==> config.mk <==
export PLATFORM = sky130hd
export DESIGN_NAME = multicyc_mem_port
export DESIGN_NICKNAME = d
export VERILOG_FILES = /design/src/rtl/multicyc_mem_port.sv
export SDC_FILE = /design/constraint.sdc
export NUM_CORES = 1
export LEC_CHECK = 0
export CAP_MARGIN = 10
export CORE_ASPECT_RATIO = 1.1
export CORE_MARGIN = 4
export CORE_UTILIZATION = 37
export DETAILED_ROUTE_END_ITERATION = 12
export PLACE_DENSITY = 0.84
export SYNTH_ARGS = -nofsm -noshare
export SYNTH_HDL_FRONTEND = slang
export SYNTH_SLANG_ARGS = --single-unit
==> constraint.sdc <==
create_clock -name clk_i -period 2.05 [get_ports clk_i]
set_clock_uncertainty 0.2 [all_clocks]
set_input_delay 0.615 -clock clk_i [delete_from_list [all_inputs] [get_ports clk_i]]
set_output_delay 0.615 -clock clk_i [all_outputs]
set_load 0.03 [all_outputs]
==> src/rtl/multicyc_mem_port.sv <==
// multicyc_mem_port
//   Memory port between a multicycle controller/datapath and a single shared
//   instruction/data memory with a req/ack handshake. A controller strobe
//   latches address/write data, one bus transaction runs, and read data is
//   held in the memory-data register. stall holds the controller until the
//   access completes. Misaligned and rd&wr requests are rejected with err.
//
// Ports
//   clk_i        clock, all state on posedge
//   reset_i      synchronous active-high reset
//   cpu_rd_i     read strobe (fetch or load)
//   cpu_wr_i     write strobe (store)
//   cpu_addr_i   byte address, must be word aligned
//   cpu_wdata_i  store data
//   cpu_rdata_o  memory-data register, last successful read
//   stall_o      controller holds its state while high
//   err_o        one-cycle pulse: misaligned, rd&wr, or timeout
//   mem_req_o    bus request
//   mem_we_o     1 = write, 0 = read
//   mem_addr_o   bus address, stable while mem_req_o
//   mem_wdata_o  bus write data, stable while mem_req_o
//   mem_ack_i    completion; read data valid same cycle
//   mem_rdata_i  bus read data
module multicyc_mem_port #(
  parameter int ADDR_W  = 32,
  parameter int DATA_W  = 32,
  parameter int TIMEOUT = 15
) (
  input  logic              clk_i,
  input  logic              reset_i,
  input  logic              cpu_rd_i,
  input  logic              cpu_wr_i,
  input  logic [ADDR_W-1:0] cpu_addr_i,
  input  logic [DATA_W-1:0] cpu_wdata_i,
  output logic [DATA_W-1:0] cpu_rdata_o,
  output logic              stall_o,
  output logic              err_o,
  output logic              mem_req_o,
  output logic              mem_we_o,
  output logic [ADDR_W-1:0] mem_addr_o,
  output logic [DATA_W-1:0] mem_wdata_o,
  input  logic              mem_ack_i,
  input  logic [DATA_W-1:0] mem_rdata_i
);

  localparam int CW = (TIMEOUT > 0) ? $clog2(TIMEOUT + 1) : 1;
  // Abort happens on the BUSY cycle where the count (cycles already waited)
  // equals TIMEOUT-1, giving exactly TIMEOUT request cycles.
  localparam logic [CW-1:0] TO_LAST = CW'((TIMEOUT > 0) ? TIMEOUT - 1 : 0);

  typedef enum logic [1:0] {IDLE = 2'd0, BUSY = 2'd1, DONE = 2'd2} state_e;

  state_e            state_q;
  logic [CW-1:0]     cnt_q;
  logic [DATA_W-1:0] rdata_q;
  logic              err_q;
  logic              req_q;
  logic              we_q;
  logic [ADDR_W-1:0] addr_q;
  logic [DATA_W-1:0] wdata_q;

  logic legal, illegal, to_hit;

  assign legal   = (cpu_rd_i ^ cpu_wr_i) && (cpu_addr_i[1:0] == 2'b00);
  assign illegal = (cpu_rd_i | cpu_wr_i) && !legal;
  assign to_hit  = (TIMEOUT != 0) && (cnt_q == TO_LAST);

  // Stall rises in the strobe cycle itself so the controller never advances
  // past an accepted request; DONE is the single cycle it may move on.
  assign stall_o = (state_q == BUSY) || ((state_q == IDLE) && legal);

  always_ff @(posedge clk_i) begin
    if (reset_i) begin
      state_q <= IDLE;
      cnt_q   <= '0;
      rdata_q <= '0;
      err_q   <= 1'b0;
      req_q   <= 1'b0;
      we_q    <= 1'b0;
      addr_q  <= '0;
      wdata_q <= '0;
    end else begin
      err_q <= 1'b0;
      case (state_q)
        IDLE: begin
          if (legal) begin
            addr_q  <= cpu_addr_i;
            wdata_q <= cpu_wdata_i;
            we_q    <= cpu_wr_i;
            cnt_q   <= '0;
            req_q   <= 1'b1;
            state_q <= BUSY;
          end else if (illegal) begin
            err_q <= 1'b1;
          end
        end
        BUSY: begin
          if (mem_ack_i) begin
            if (!we_q) rdata_q <= mem_rdata_i;
            req_q   <= 1'b0;
            state_q <= DONE;
          end else begin
            if (cnt_q != '1) cnt_q <= cnt_q + 1'b1;  // saturate
            if (to_hit) begin
              err_q   <= 1'b1;
              req_q   <= 1'b0;
              state_q <= DONE;
            end
          end
        end
        // Strobes still presented by the controller are ignored here.
        DONE:    state_q <= IDLE;
        default: state_q <= IDLE;
      endcase
    end
  end

  assign cpu_rdata_o = rdata_q;
  assign err_o       = err_q;
  assign mem_req_o   = req_q;
  assign mem_we_o    = we_q;
  assign mem_addr_o  = addr_q;
  assign mem_wdata_o = wdata_q;

endmodule

; ---- Word level (Yosys, flattened, before mapping)
; Cells that the tools add are included.
[word_totals]
register_bits = 105
out_inout_bits = 100
elab_cells = 49
[classes]
reduce_logical = 13
muxes = 17
n_eq_ne = 7
n_bitwise = 3
addsub = 1
[op_table]
columns = cell, count
row1 = 4-bit two-way mux, 3
row2 = 4-bit one-hot mux with 2 select lines, 1
row3 = 1-bit two-way mux, 7
row4 = 2-bit two-way mux, 3
row5 = 3-bit AND reduction, 2
row6 = "4-bit by 1-bit adder with 4-bit output, second input constant", 1
row7 = "4-bit == test, second input constant", 1
row8 = 2-bit logical NOT, 2
row9 = "2-bit != test, second input constant", 2
row10 = "4-bit != test, second input constant", 1
row11 = 1-bit one-hot mux with 2 select lines, 2
row12 = 2-bit one-hot mux with 2 select lines, 1
row13 = 2-bit AND reduction, 2
row14 = 4-bit AND reduction, 1
row15 = 1-bit logical AND, 3
row16 = "3-bit != test, second input constant", 1
row17 = "2-bit by 1-bit == test with 1-bit output, second input constant", 1
row18 = "2-bit by 1-bit != test with 1-bit output, second input constant", 1
row19 = 2-bit nonzero test, 1
row20 = 1-bit logical NOT, 1
row21 = 1-bit logical OR, 1
row22 = 1-bit NOT, 1
row23 = 1-bit bitwise OR, 1
row24 = 1-bit XOR, 1

; ---- Longest topological paths before layout
; Gate-level depths: netlist of the first run.
[depth]
ltp_word = 7
ltp_mapped = 7

; ---- Least setup slack after synthesis of the first run
; No wires, ideal clock.
[synth_timing]
kind = input to output
start = input port cpu_rd_i
end = output port stall_o
setup_slack_ns = -0.437
cell_stages = 5
path_buffers = 0
arrival_time_ns = 1.672
required_time_ns = 1.235
path_cell_list = inv_1 ha_1 nor3b_1 nor2_1 nor2_1
[synth_via]
elab_chain_cells = 4
[synth_rtl]
columns = element, line
row1 = "start, declared", 31  ; input logic cpu_rd_i,
row2 = 1-bit XOR, 64  ; assign legal = (cpu_rd_i ^ cpu_wr_i) && (cpu_addr_i[1:0] == 2'b00);
row3 = 1-bit logical AND, 64
row4 = 1-bit logical AND, 70  ; assign stall_o = (state_q == BUSY) || ((state_q == IDLE) && legal);
row5 = 1-bit logical OR, 70
row6 = "end, declared", 36  ; output logic stall_o,
; No other way between the ends.

; ---- Worst setup path after layout of the first run
[layout_timing]
start = input port cpu_wr_i
end = output port stall_o
[layout_via]
elab_chain_cells = 4
[layout_rtl]
columns = element, line
row1 = "start, declared", 32  ; input logic cpu_wr_i,
row2 = 1-bit XOR, 64
row3 = 1-bit logical AND, 64
row4 = 1-bit logical AND, 70
row5 = 1-bit logical OR, 70
; No other way between the ends.

==> results of run 1 <==
==> worst register-to-register path, delay by kind of cell, from the launching register on <==
kind	cells	cell delay (ns)
buf+inv	1	0.21
simple gates	1	0.72
flops	1	0.31
compound gates	2	0.30
==> timing repair <==
item | CTS | global route
setup endpoints to repair | 172 | 67
buffers inserted | 0 | 0
resized for setup | 116 | 4
pin swaps | 2 | 1
==> power breakdown <==
group          switching [mW]  internal [mW]  total, mW
logic                   0.371          0.331      0.702
registers              0.0324           2.10       2.14
clock network           0.795          0.846       1.64
==> synth_stat cells, types with 4 or more instances <==
library cell  number
clkbuf_1          25
a21oi_1           96
nand3_1           65
dfxtp_1          105
buf_2              7
buf_1              4
buf_4              6
nand2_1           68
inv_1              5
buf_6              8
o21ai_1           14
nor2_1             9
o21ai_0           49
==> state kept, by name, summed over array words and instances, names as in the netlist <==
| signal | count |
|---|---|
| cpu_rdata_o | 32 |
| mem_addr_o | 32 |
| mem_wdata_o | 32 |
| cnt_q | 4 |
| state_q | 2 |
| err_o | 1 |
| mem_req_o | 1 |
| mem_we_o | 1 |
==> path summary, 6_finish.rpt <==
path	start	to	depth (start not counted)
setup / recovery	cpu_wr_i	stall_o	7
hold / removal	cpu_rdata_o[16]	cpu_rdata_o[16]	2
setup reg to reg	state_q[1]	mem_addr_o[24]	4
hold reg to reg	cpu_rdata_o[16]	cpu_rdata_o[16]	2
==> layer usage <==
layer,GRT usage [%],up-vias,wire length (um)
met5,0,-,12
met1,20.7,1984,4900
met2,33.2,163,6510
li1,-,2071,-
met3,4.81,31,853
met4,6.31,2,319
==> kinds of logic after synthesis <==
group / synth area share, %
AO/OA/AOI/OAI: 21.9
AND/OR/NAND/NOR: 18.6
flip-flops: 51.1
buffers and inverters: 7.24
adder cells (fa/ha/maj): 0.913
multiplexers: 0.243
==> stage by stage <==
step	instance area (um2)	TNS (ns)
finish	6460	-2.96
global route	6460	-6.09
CTS	6460	-2.11
detailed placement	6290	-69.29
global placement	6290	-64.91
floorplan	4160	-4.40
==> layout make-up <==
cell class | count | share of cell area (%)
sequential | 105 | 32.5
inverter | 5 | 0.484
timing repair buffer | 220 | 32.4
clock inverter | 7 | 0.910
multi-input combinational | 332 | 27.3
tap | 147 | 2.85
antenna | 1 | 0.0387
clock buffer | 9 | 3.48
==> metrics, run 1 <==
status finished, violations left; failing checks negative setup slack; Post-Layout Cell Count 826; Syn. warnings 0; first-pass GRT wire length 19,600 um; initial antenna violation count 2; Routed Antenna Nets 0; Post-synth ARST share 0%; GRT overflow 0; pre-CTS setup slack -0.940 ns; min cycle time layout 2.30 ns; worst-skew pair later-pin latency 0.33 ns; Final Hold Vio Count 0; clock buffer depth 2; #FFs+latches synth 105; Hold Buf Count CTS 0; Synth area leaders dfxtp_1 51%, a21oi_1 12%, nand3_1 7.9%, nand2_1 6.2%, o21ai_0 6.0%; cell family with most CP delay simple AND/OR/NAND/NOR gates; htree depth 3; Post-Syn Instances around 500; Worst path slowest cell ha_4; CTS Root Cell clkbuf_16; nets 777; die area roughly 0.013 mm2; Static Leakage 2.66 nW; worst path required time 1.23 ns; # Max-Cap Violations 0; via count roughly 4,300; register area share after synthesis approximately half; Synth-to-Final Area Change 57.1%; Post-synth EDFFs 0; post-route setup slack -0.254 ns; worst hold margin 0.255 ns; DR WL/cell 15.3 um; Max-slew headroom 72.6%; Mean Syn Cell Area 8.36 um2; Placed Cells 809; fmax 434 MHz; syn nets between 500 and 600; vias in the first global route around 4,200; Critical Path Max Stage Delay 0.25 ns; PD cells ~690 mW/mm2; GP Congestion 0.765; footprint of the multi-input gates ~0.0018 mm2; final core occ 59.2%; worst vdd ir 0.000505 V; Detailed Routing Iterations Pass 1 4; Clock transition at path regs approximately 0.070 ns; DRC Markers 0; slew of the pin with the lowest slew margin 0.405 ns; CP Launch Type input port; Filler cells 1,015; Yosys cell types 37; primary flip-flop cell chosen by synthesis mapping dfxtp_1; worst path bufs/invs 3; Core ar. 0.0109 mm2; Syn Std Cell Area 0.00411 mm2; commonest non-fill, non-tap cell in the layout dfxtp_1; WP data arrival 1.49 ns; leading cell types in the layout, fill and taps excluded 104 x dfxtp_1, 101 x dlygate4sd2_1, 96 x a21oi_1; RSZ-0062 raised after global routing true; Starting Density 37.7%; CP endpoint kind output pin; CTS tree done; Yosys top cell by area dfxtp_1; Clock Sink Count 105; # port buffers 200; Worst R2R Setup Slack 0.18 ns; post-synth top area share between 50% and 60%; Die X-Extent 109 um; critical path class input port to output pin; DR iter-0 viols between 150 and 200; register area 0.00210 mm2; final worst-path cycle share 112%; Hold WC Path Type flip-flop to flip-flop; Die H 119 um; Num CTS Buffers 9; largest net degree at the start of global routing 51; row cnt 40; total track usage 18.5%; total wire length 12,600 um; final slew viol count 0; layout cells sized above 1 8.11%; Max FO, Critical Path 3; Tot Pwr approximately 4.5 mW; DR vias/cell 5.15; Final Setup Violations 59; # IOs roughly 200; Final HPWL DP 9430 um; CP cell instances buf_8, inv_6, ha_4, nor3b_4, nor2_2, nor2_4, buf_12
Note: power is estimated with default switching activity, not from simulation.
==> inputs of run 2 (changes only) <==
--- a/config.mk
+++ b/config.mk
@@ -8,9 +8,11 @@
 export CAP_MARGIN = 10
 export CORE_ASPECT_RATIO = 1.1
 export CORE_MARGIN = 4
-export CORE_UTILIZATION = 37
+export CORE_UTILIZATION = 38
+export CTS_BUF_LIST = sky130_fd_sc_hd__clkbuf_4 sky130_fd_sc_hd__clkbuf_8
 export DETAILED_ROUTE_END_ITERATION = 12
-export PLACE_DENSITY = 0.84
+export PLACE_DENSITY = 0.86
+export RECOVER_POWER = 100
 export SYNTH_ARGS = -nofsm -noshare
 export SYNTH_HDL_FRONTEND = slang
 export SYNTH_SLANG_ARGS = --single-unit
==> run 2 against run 1 <==
  * The flow still finishes with violations (negative setup slack)
  * Utilization rose by 2.3 points
  * Via count rose by 1.4%
  * Sequential share of layout area barely moved
  * Hold slack got worse by 0.0023 ns
  * Clock power fell by 12%
  * First-iteration DRC count rose by 20%
  * Clock-buffer cell count rose by 2
  * Die area fell by 2.5%
  * Design area barely moved
  * Highest routed layer is now met4
==> metrics, run 2 (same netlist as run 1, synthesis figures left out) <==
status finished, violations left; Static Leakage 2.69 nW; slew of the pin with the lowest slew margin 0.481 ns; RSZ-0062 raised after global routing true; worst vdd ir 0.000507 V; DR iter-0 viols between 200 and 250; Max FO, Critical Path 2; Num CTS Buffers 9; vias in the first global route 4,323; Post-Layout Cell Count a little over 800; Reg-to-Reg Start state_q[0]; Synth-to-Final Area Change 57.0%; post-route setup slack -0.270 ns; Die H 117 um; Hold WC Path Type flip-flop to flip-flop; GRT overflow 0; worst-skew pair later-pin latency 0.35 ns; # port buffers 200; htree depth 3; Routed Antenna Nets 0; leading cell types in the layout, fill and taps excluded 104 x dfxtp_1, 99 x dlygate4sd2_1, 96 x a21oi_1; layout cells sized above 1 8.88%; row cnt 39; Placed Area 0.00636 mm2; DR vias/cell 5.19; Final HPWL DP between 9000 and 10,000 um; min cycle time layout 2.32 ns; # Max-Cap Violations 0; Detailed Routing Iterations Pass 1 4; CTS tree done; Placed Cells 812; Starting Density 39.2%; CTS Root Cell clkbuf_8; WP data arrival 1.50 ns; initial antenna violation count 0; GP Congestion 0.736; Final Setup Violations 16; Core ar. 0.0105 mm2; total track usage 20.1%; worst flop-to-flop path endpoint mem_wdata_o[9]; worst hold margin between 0.2 and 0.3 ns; DR WL/cell 16.0 um; Hold Path Stages 2; nets 786; setup TNS -0.472 ns; Register-to-Register Path Depth 4; via count 4,309; Clock Sink Count roughly 110; final worst-path cycle share 113%; Clock transition at path regs 0.09 ns; commonest non-fill, non-tap cell in the layout dfxtp_1; Final Hold Vio Count 0; PD cells 666 mW/mm2; Hold Path Origin cpu_rdata_o[24]; Die X-Extent 107 um; failing checks negative setup slack; die area 0.0126 mm2; diodes inserted 0; CP endpoint kind output pin; CP Launch Type input port; DRC Markers 0; clock buffer depth 2; Max-slew headroom about two thirds; Tot Pwr 4.30 mW; worst path required time 1.23 ns; final slew viol count 0; total wire length 13,300 um; first-pass GRT wire length 20,400 um; # IOs 201; fmax 431 MHz; hold worst-path end cpu_rdata_o[24]; critical path class input port to output pin; Hold Buf Count CTS 0; Worst R2R Setup Slack 0.16 ns; largest net degree at the start of global routing 55; fin area 0.00646 mm2
==> run 2: per-layer routing <==
metal	track usage, %	wire, um
met5	0	0
met4	7.50	268
met3	5.70	991
met2	36.9	6970
met1	22.0	5030
==> run 2: power by group <==
part           internal, mW  switching [mW]
logic                 0.343           0.380
registers              2.10          0.0319
clock network         0.745           0.699
total                  3.19            1.11
==> run 2: metrics by stage <==
step,utilization (%),setup WS (ns)
after floorplan,-,-0.129
after global placement,60.6,-0.940
after detailed placement,60.6,-1.03
final,61.6,-0.270
after CTS,62.2,-0.276
after global routing,61.6,-0.324
==> run 2: critical path, stage by stage <==
cell	delay (ns)
buf_8	0.08
inv_6	0.03
ha_4	0.25
nor3b_4	0.20
nor2_2	0.07
nor2_4	0.12
buf_12	0.13
==> run 2: worst max-delay path by stage <==
stage / slack [ns] / to / cells after the start / start
after floorplan: -0.13 / stall_o / 5 / cpu_rd_i
after global placement: -0.94 / mem_addr_o[22] / 7 / cpu_rd_i
after detailed placement: -1.03 / mem_wdata_o[9] / 7 / cpu_rd_i
after CTS: -0.28 / stall_o / 7 / cpu_wr_i
after global routing: -0.32 / stall_o / 7 / cpu_wr_i
final: -0.27 / stall_o / 7 / cpu_wr_i
==> run 2: final cells by class <==
type	instances	area, um2
Fill cell	938	4030
Timing Repair Buffer	229	2170
Sequential cell	105	2100
Multi-Input combinational cell	332	1740
Tap cell	143	179
Clock buffer	11	145
Clock inverter	5	86.3
Inverter	5	31.3
==> run 2: what timing repair did <==
action | in CTS | in global routing
buffers inserted | 1 | 0
resized for setup | 119 | 16
pin swaps | 4 | 0
endpoints found under the setup margin | 171 | 67
gates cloned | 1 | 0
==> inputs of run 3 (changes only) <==
--- a/config.mk
+++ b/config.mk
@@ -5,13 +5,15 @@
 export SDC_FILE = /design/constraint.sdc
 export NUM_CORES = 1
 export LEC_CHECK = 0
+export ABC_AREA = 1
 export CAP_MARGIN = 10
 export CORE_ASPECT_RATIO = 1.1
 export CORE_MARGIN = 4
-export CORE_UTILIZATION = 38
+export CORE_UTILIZATION = 30
 export CTS_BUF_LIST = sky130_fd_sc_hd__clkbuf_4 sky130_fd_sc_hd__clkbuf_8
 export DETAILED_ROUTE_END_ITERATION = 12
-export PLACE_DENSITY = 0.86
+export HOLD_SLACK_MARGIN = 0.06
+export PLACE_DENSITY = 0.73
 export RECOVER_POWER = 100
 export SYNTH_ARGS = -nofsm -noshare
 export SYNTH_HDL_FRONTEND = slang
==> run 3 against run 2 <==
  * The flow still finishes with violations (negative setup slack)
  * Clock power is 10% lower
  * Utilization is 13 points lower
  * First-iteration DRC count is 34% lower
  * Sequential power is 3% higher
  * Combinational power is 12% higher
  * Fmax is 10% higher
  * Design area is 5.0% lower
  * Clock-buffer cell count is 3 higher
  * Area after synthesis is 3.7% lower
  * Via count is 13% lower
  * Total power is 0.31% lower
  * Critical path type unchanged
  * Largest power group unchanged
==> metrics, run 3 <==
first-pass GRT wire length 18,100 um; register area share after synthesis between 50% and 60%; Placed Area 0.00611 mm2; Detailed Routing Iterations Pass 1 4; post-synth top area share 53.0%; status finished, violations left; Max FO, Critical Path 2; CP cell instances buf_8, inv_4, ha_4, nand3_4, nand2_8, buf_6; Static Leakage 2.84 nW; worst-skew pair later-pin latency 0.36 ns; clock buffer depth 2; cell family with most CP delay adder cells; Reg-to-Reg Start state_q[0]; Starting Density 31.1%; Clock Sink Count 105; leading cell types in the layout, fill and taps excluded 105 x dfxtp_1, 99 x dlygate4sd2_1, 95 x clkdlybuf4s50_1; fin area 0.00614 mm2; most instantiated cells after synthesis 105 x dfxtp_1, 74 x o21ai_0, 73 x inv_1; Final HPWL DP 8230 um; CTS tree done; Post-synth EDFFs 0; critical path class input port to output pin; total track usage 14.4%; Worst path slowest cell ha_4; Hold Path Stages 2; worst vdd ir 0.000335 V; worst path bufs/invs 3; pre-CTS setup slack -0.568 ns; Critical Path Max Stage Delay 0.26 ns; DR vias/cell 4.47; worst flop-to-flop path endpoint mem_wdata_o[1]; Post-synth ARST share 0%; CTS Root Cell clkbuf_8; Placed Cells about 820; most common cell in the netlist dfxtp_1; CP endpoint kind output pin; Synth-to-Final Area Change 54.9%; DR WL/cell around 13 um; row cnt 43; final slew viol count 0; layout cells sized above 1 between 7 and 8%; Hold Buf Count CTS 0; # IOs 201; PD cells about 700 mW/mm2; Final Setup Violations 1; Final Hold Vio Count 0; CP Launch Type input port; primary flip-flop cell chosen by synthesis mapping dfxtp_1; worst path required time 1.23 ns; Clock transition at path regs about 0.080 ns; Syn Std Cell Area 0.00396 mm2; Mean Syn Cell Area 8.15 um2; GP Congestion around 0.74; fmax around 480 MHz; #FFs+latches synth 105; min cycle time layout 2.10 ns; Synth area leaders dfxtp_1 53%, o21ai_0 9.3%, a21oi_1 8.3%, inv_1 6.9%, nor2_1 6.3%; Hold WC Path Type flip-flop to flip-flop; via count around 3,800; Post-Layout Cell Count about 840; die area 0.0151 mm2; slew of the pin with the lowest slew margin a little over 0.5 ns; vias in the first global route about 3,900; DR iter-0 viols 153; htree depth 3; Max-slew headroom approximately two thirds; Die H 129 um; RSZ-0062 raised after global routing true; nets 783; # Max-Cap Violations 0; largest net degree at the start of global routing 70; Core ar. 0.0128 mm2; Worst R2R Setup Slack around 0.17 ns; GRT overflow 0; failing checks negative setup slack; total wire length ~11,000 um; final worst-path cycle share 102%; initial antenna violation count 1; Die X-Extent 118 um; commonest non-fill, non-tap cell in the layout dfxtp_1; post-route setup slack -0.0509 ns; Yosys top cell by area dfxtp_1; Routed Antenna Nets 0; # port buffers 200; DRC Markers 0; Post-Syn Instances 486; hold worst-path end mem_addr_o[15]; WP data arrival ~1.3 ns; Register-to-Register Path Depth 6; Num CTS Buffers 9; syn nets 590; Yosys cell types 25; Syn. warnings 0; Hold Path Origin mem_addr_o[15]
[run 3: cell types whose count changed in the layout (fill, tap and decap cells not counted), sizes merged, moves of 4 or more]
cell,delta
inv,+70
nor2,+66
nand3,-57
nand2,-50
o21ai,+34
a21oi,-30
buf,-16
nor3b,-4
[run 3: metrics by stage]
step	util, %	hold slack (ns)	total power, mW	TNS, ns
after floorplan	-	0.299	2.68	0
after CTS	48.5	0.246	4.37	-0.131
after global placement	47.9	0.230	3.12	-29.53
after global routing	48.1	0.263	4.52	-0.235
after detailed placement	47.9	0.234	3.14	-32.57
final	48.1	0.243	4.29	-0.0509
[run 3: kinds of logic (layout without fill, tap and decap cells)]
| family | Yosys count | count (layout) | share of synthesized area [%] |
|---|---|---|---|
| AOI/OAI and AO/OA | 165 | 165 | 20.9 |
| buffers and inverters | 107 | 305 | 13.2 |
| and+or+nand+nor | 106 | 106 | 11.9 |
| DFF | 105 | 105 | 53.0 |
| adders and majority gates | 3 | 3 | 0.947 |
| other | 0 | 1 | 0 |
[run 3: where the power goes]
group / internal [mW] / switching [mW] / leakage (nW) / total [mW]
sequential: 2.14 / 0.0500 / 0.855 / 2.19
clock: 0.638 / 0.649 / 0.106 / 1.29
combinational: 0.360 / 0.447 / 1.88 / 0.807
[run 3: final cells by class]
cell class / instances / area (um2)
flip-flops and latches: 105 / 2100
clock buffers: 14 / 161
repair buffers: 213 / 2000
diodes: 1 / 2.50
inverters: 76 / 293
clock inverters: 2 / 38.8
well taps: 157 / 196
multi-input cells: 274 / 1350
fillers: 1273 / 6610
[run 3: routing by layer]
metal	track usage (%)	share of wire [%]	vias up
met2	24.9	48	138
met5	0	0	-
met3	5.58	8.8	24
li1	-	-	1938
met4	7.72	3.1	0
met1	15.4	40	1664
[run 3: repair_timing]
action / 4_1_cts / 5_1_grt
buffers inserted: 0 / 2
pin swaps: 4 / 4
endpoints found under the setup margin: 163 / 1
gates resized for setup: 115 / 5
[run 3: worst max-delay path by stage]
stage,startpoint,to,slack [ns],depth (start not counted)
6_report,cpu_wr_i,stall_o,-0.05,6
5_1_grt,cpu_wr_i,stall_o,-0.07,6
4_1_cts,cpu_addr_i[0],stall_o,-0.13,6
3_5_place_dp,cpu_wr_i,stall_o,-0.57,6
3_3_place_gp,cpu_wr_i,stall_o,-0.55,6
2_1_floorplan,cpu_rd_i,stall_o,0.003,5
[run 3: tightest hold or removal path, delay by kind of cell, from the launching register on]
| kind | cells | cell delay (ns) |
|---|---|---|
| DFF | 1 | 0.31 |
| buffers and inverters | 1 | 0.04 |
| AOI/OAI and AO/OA | 1 | 0.05 |
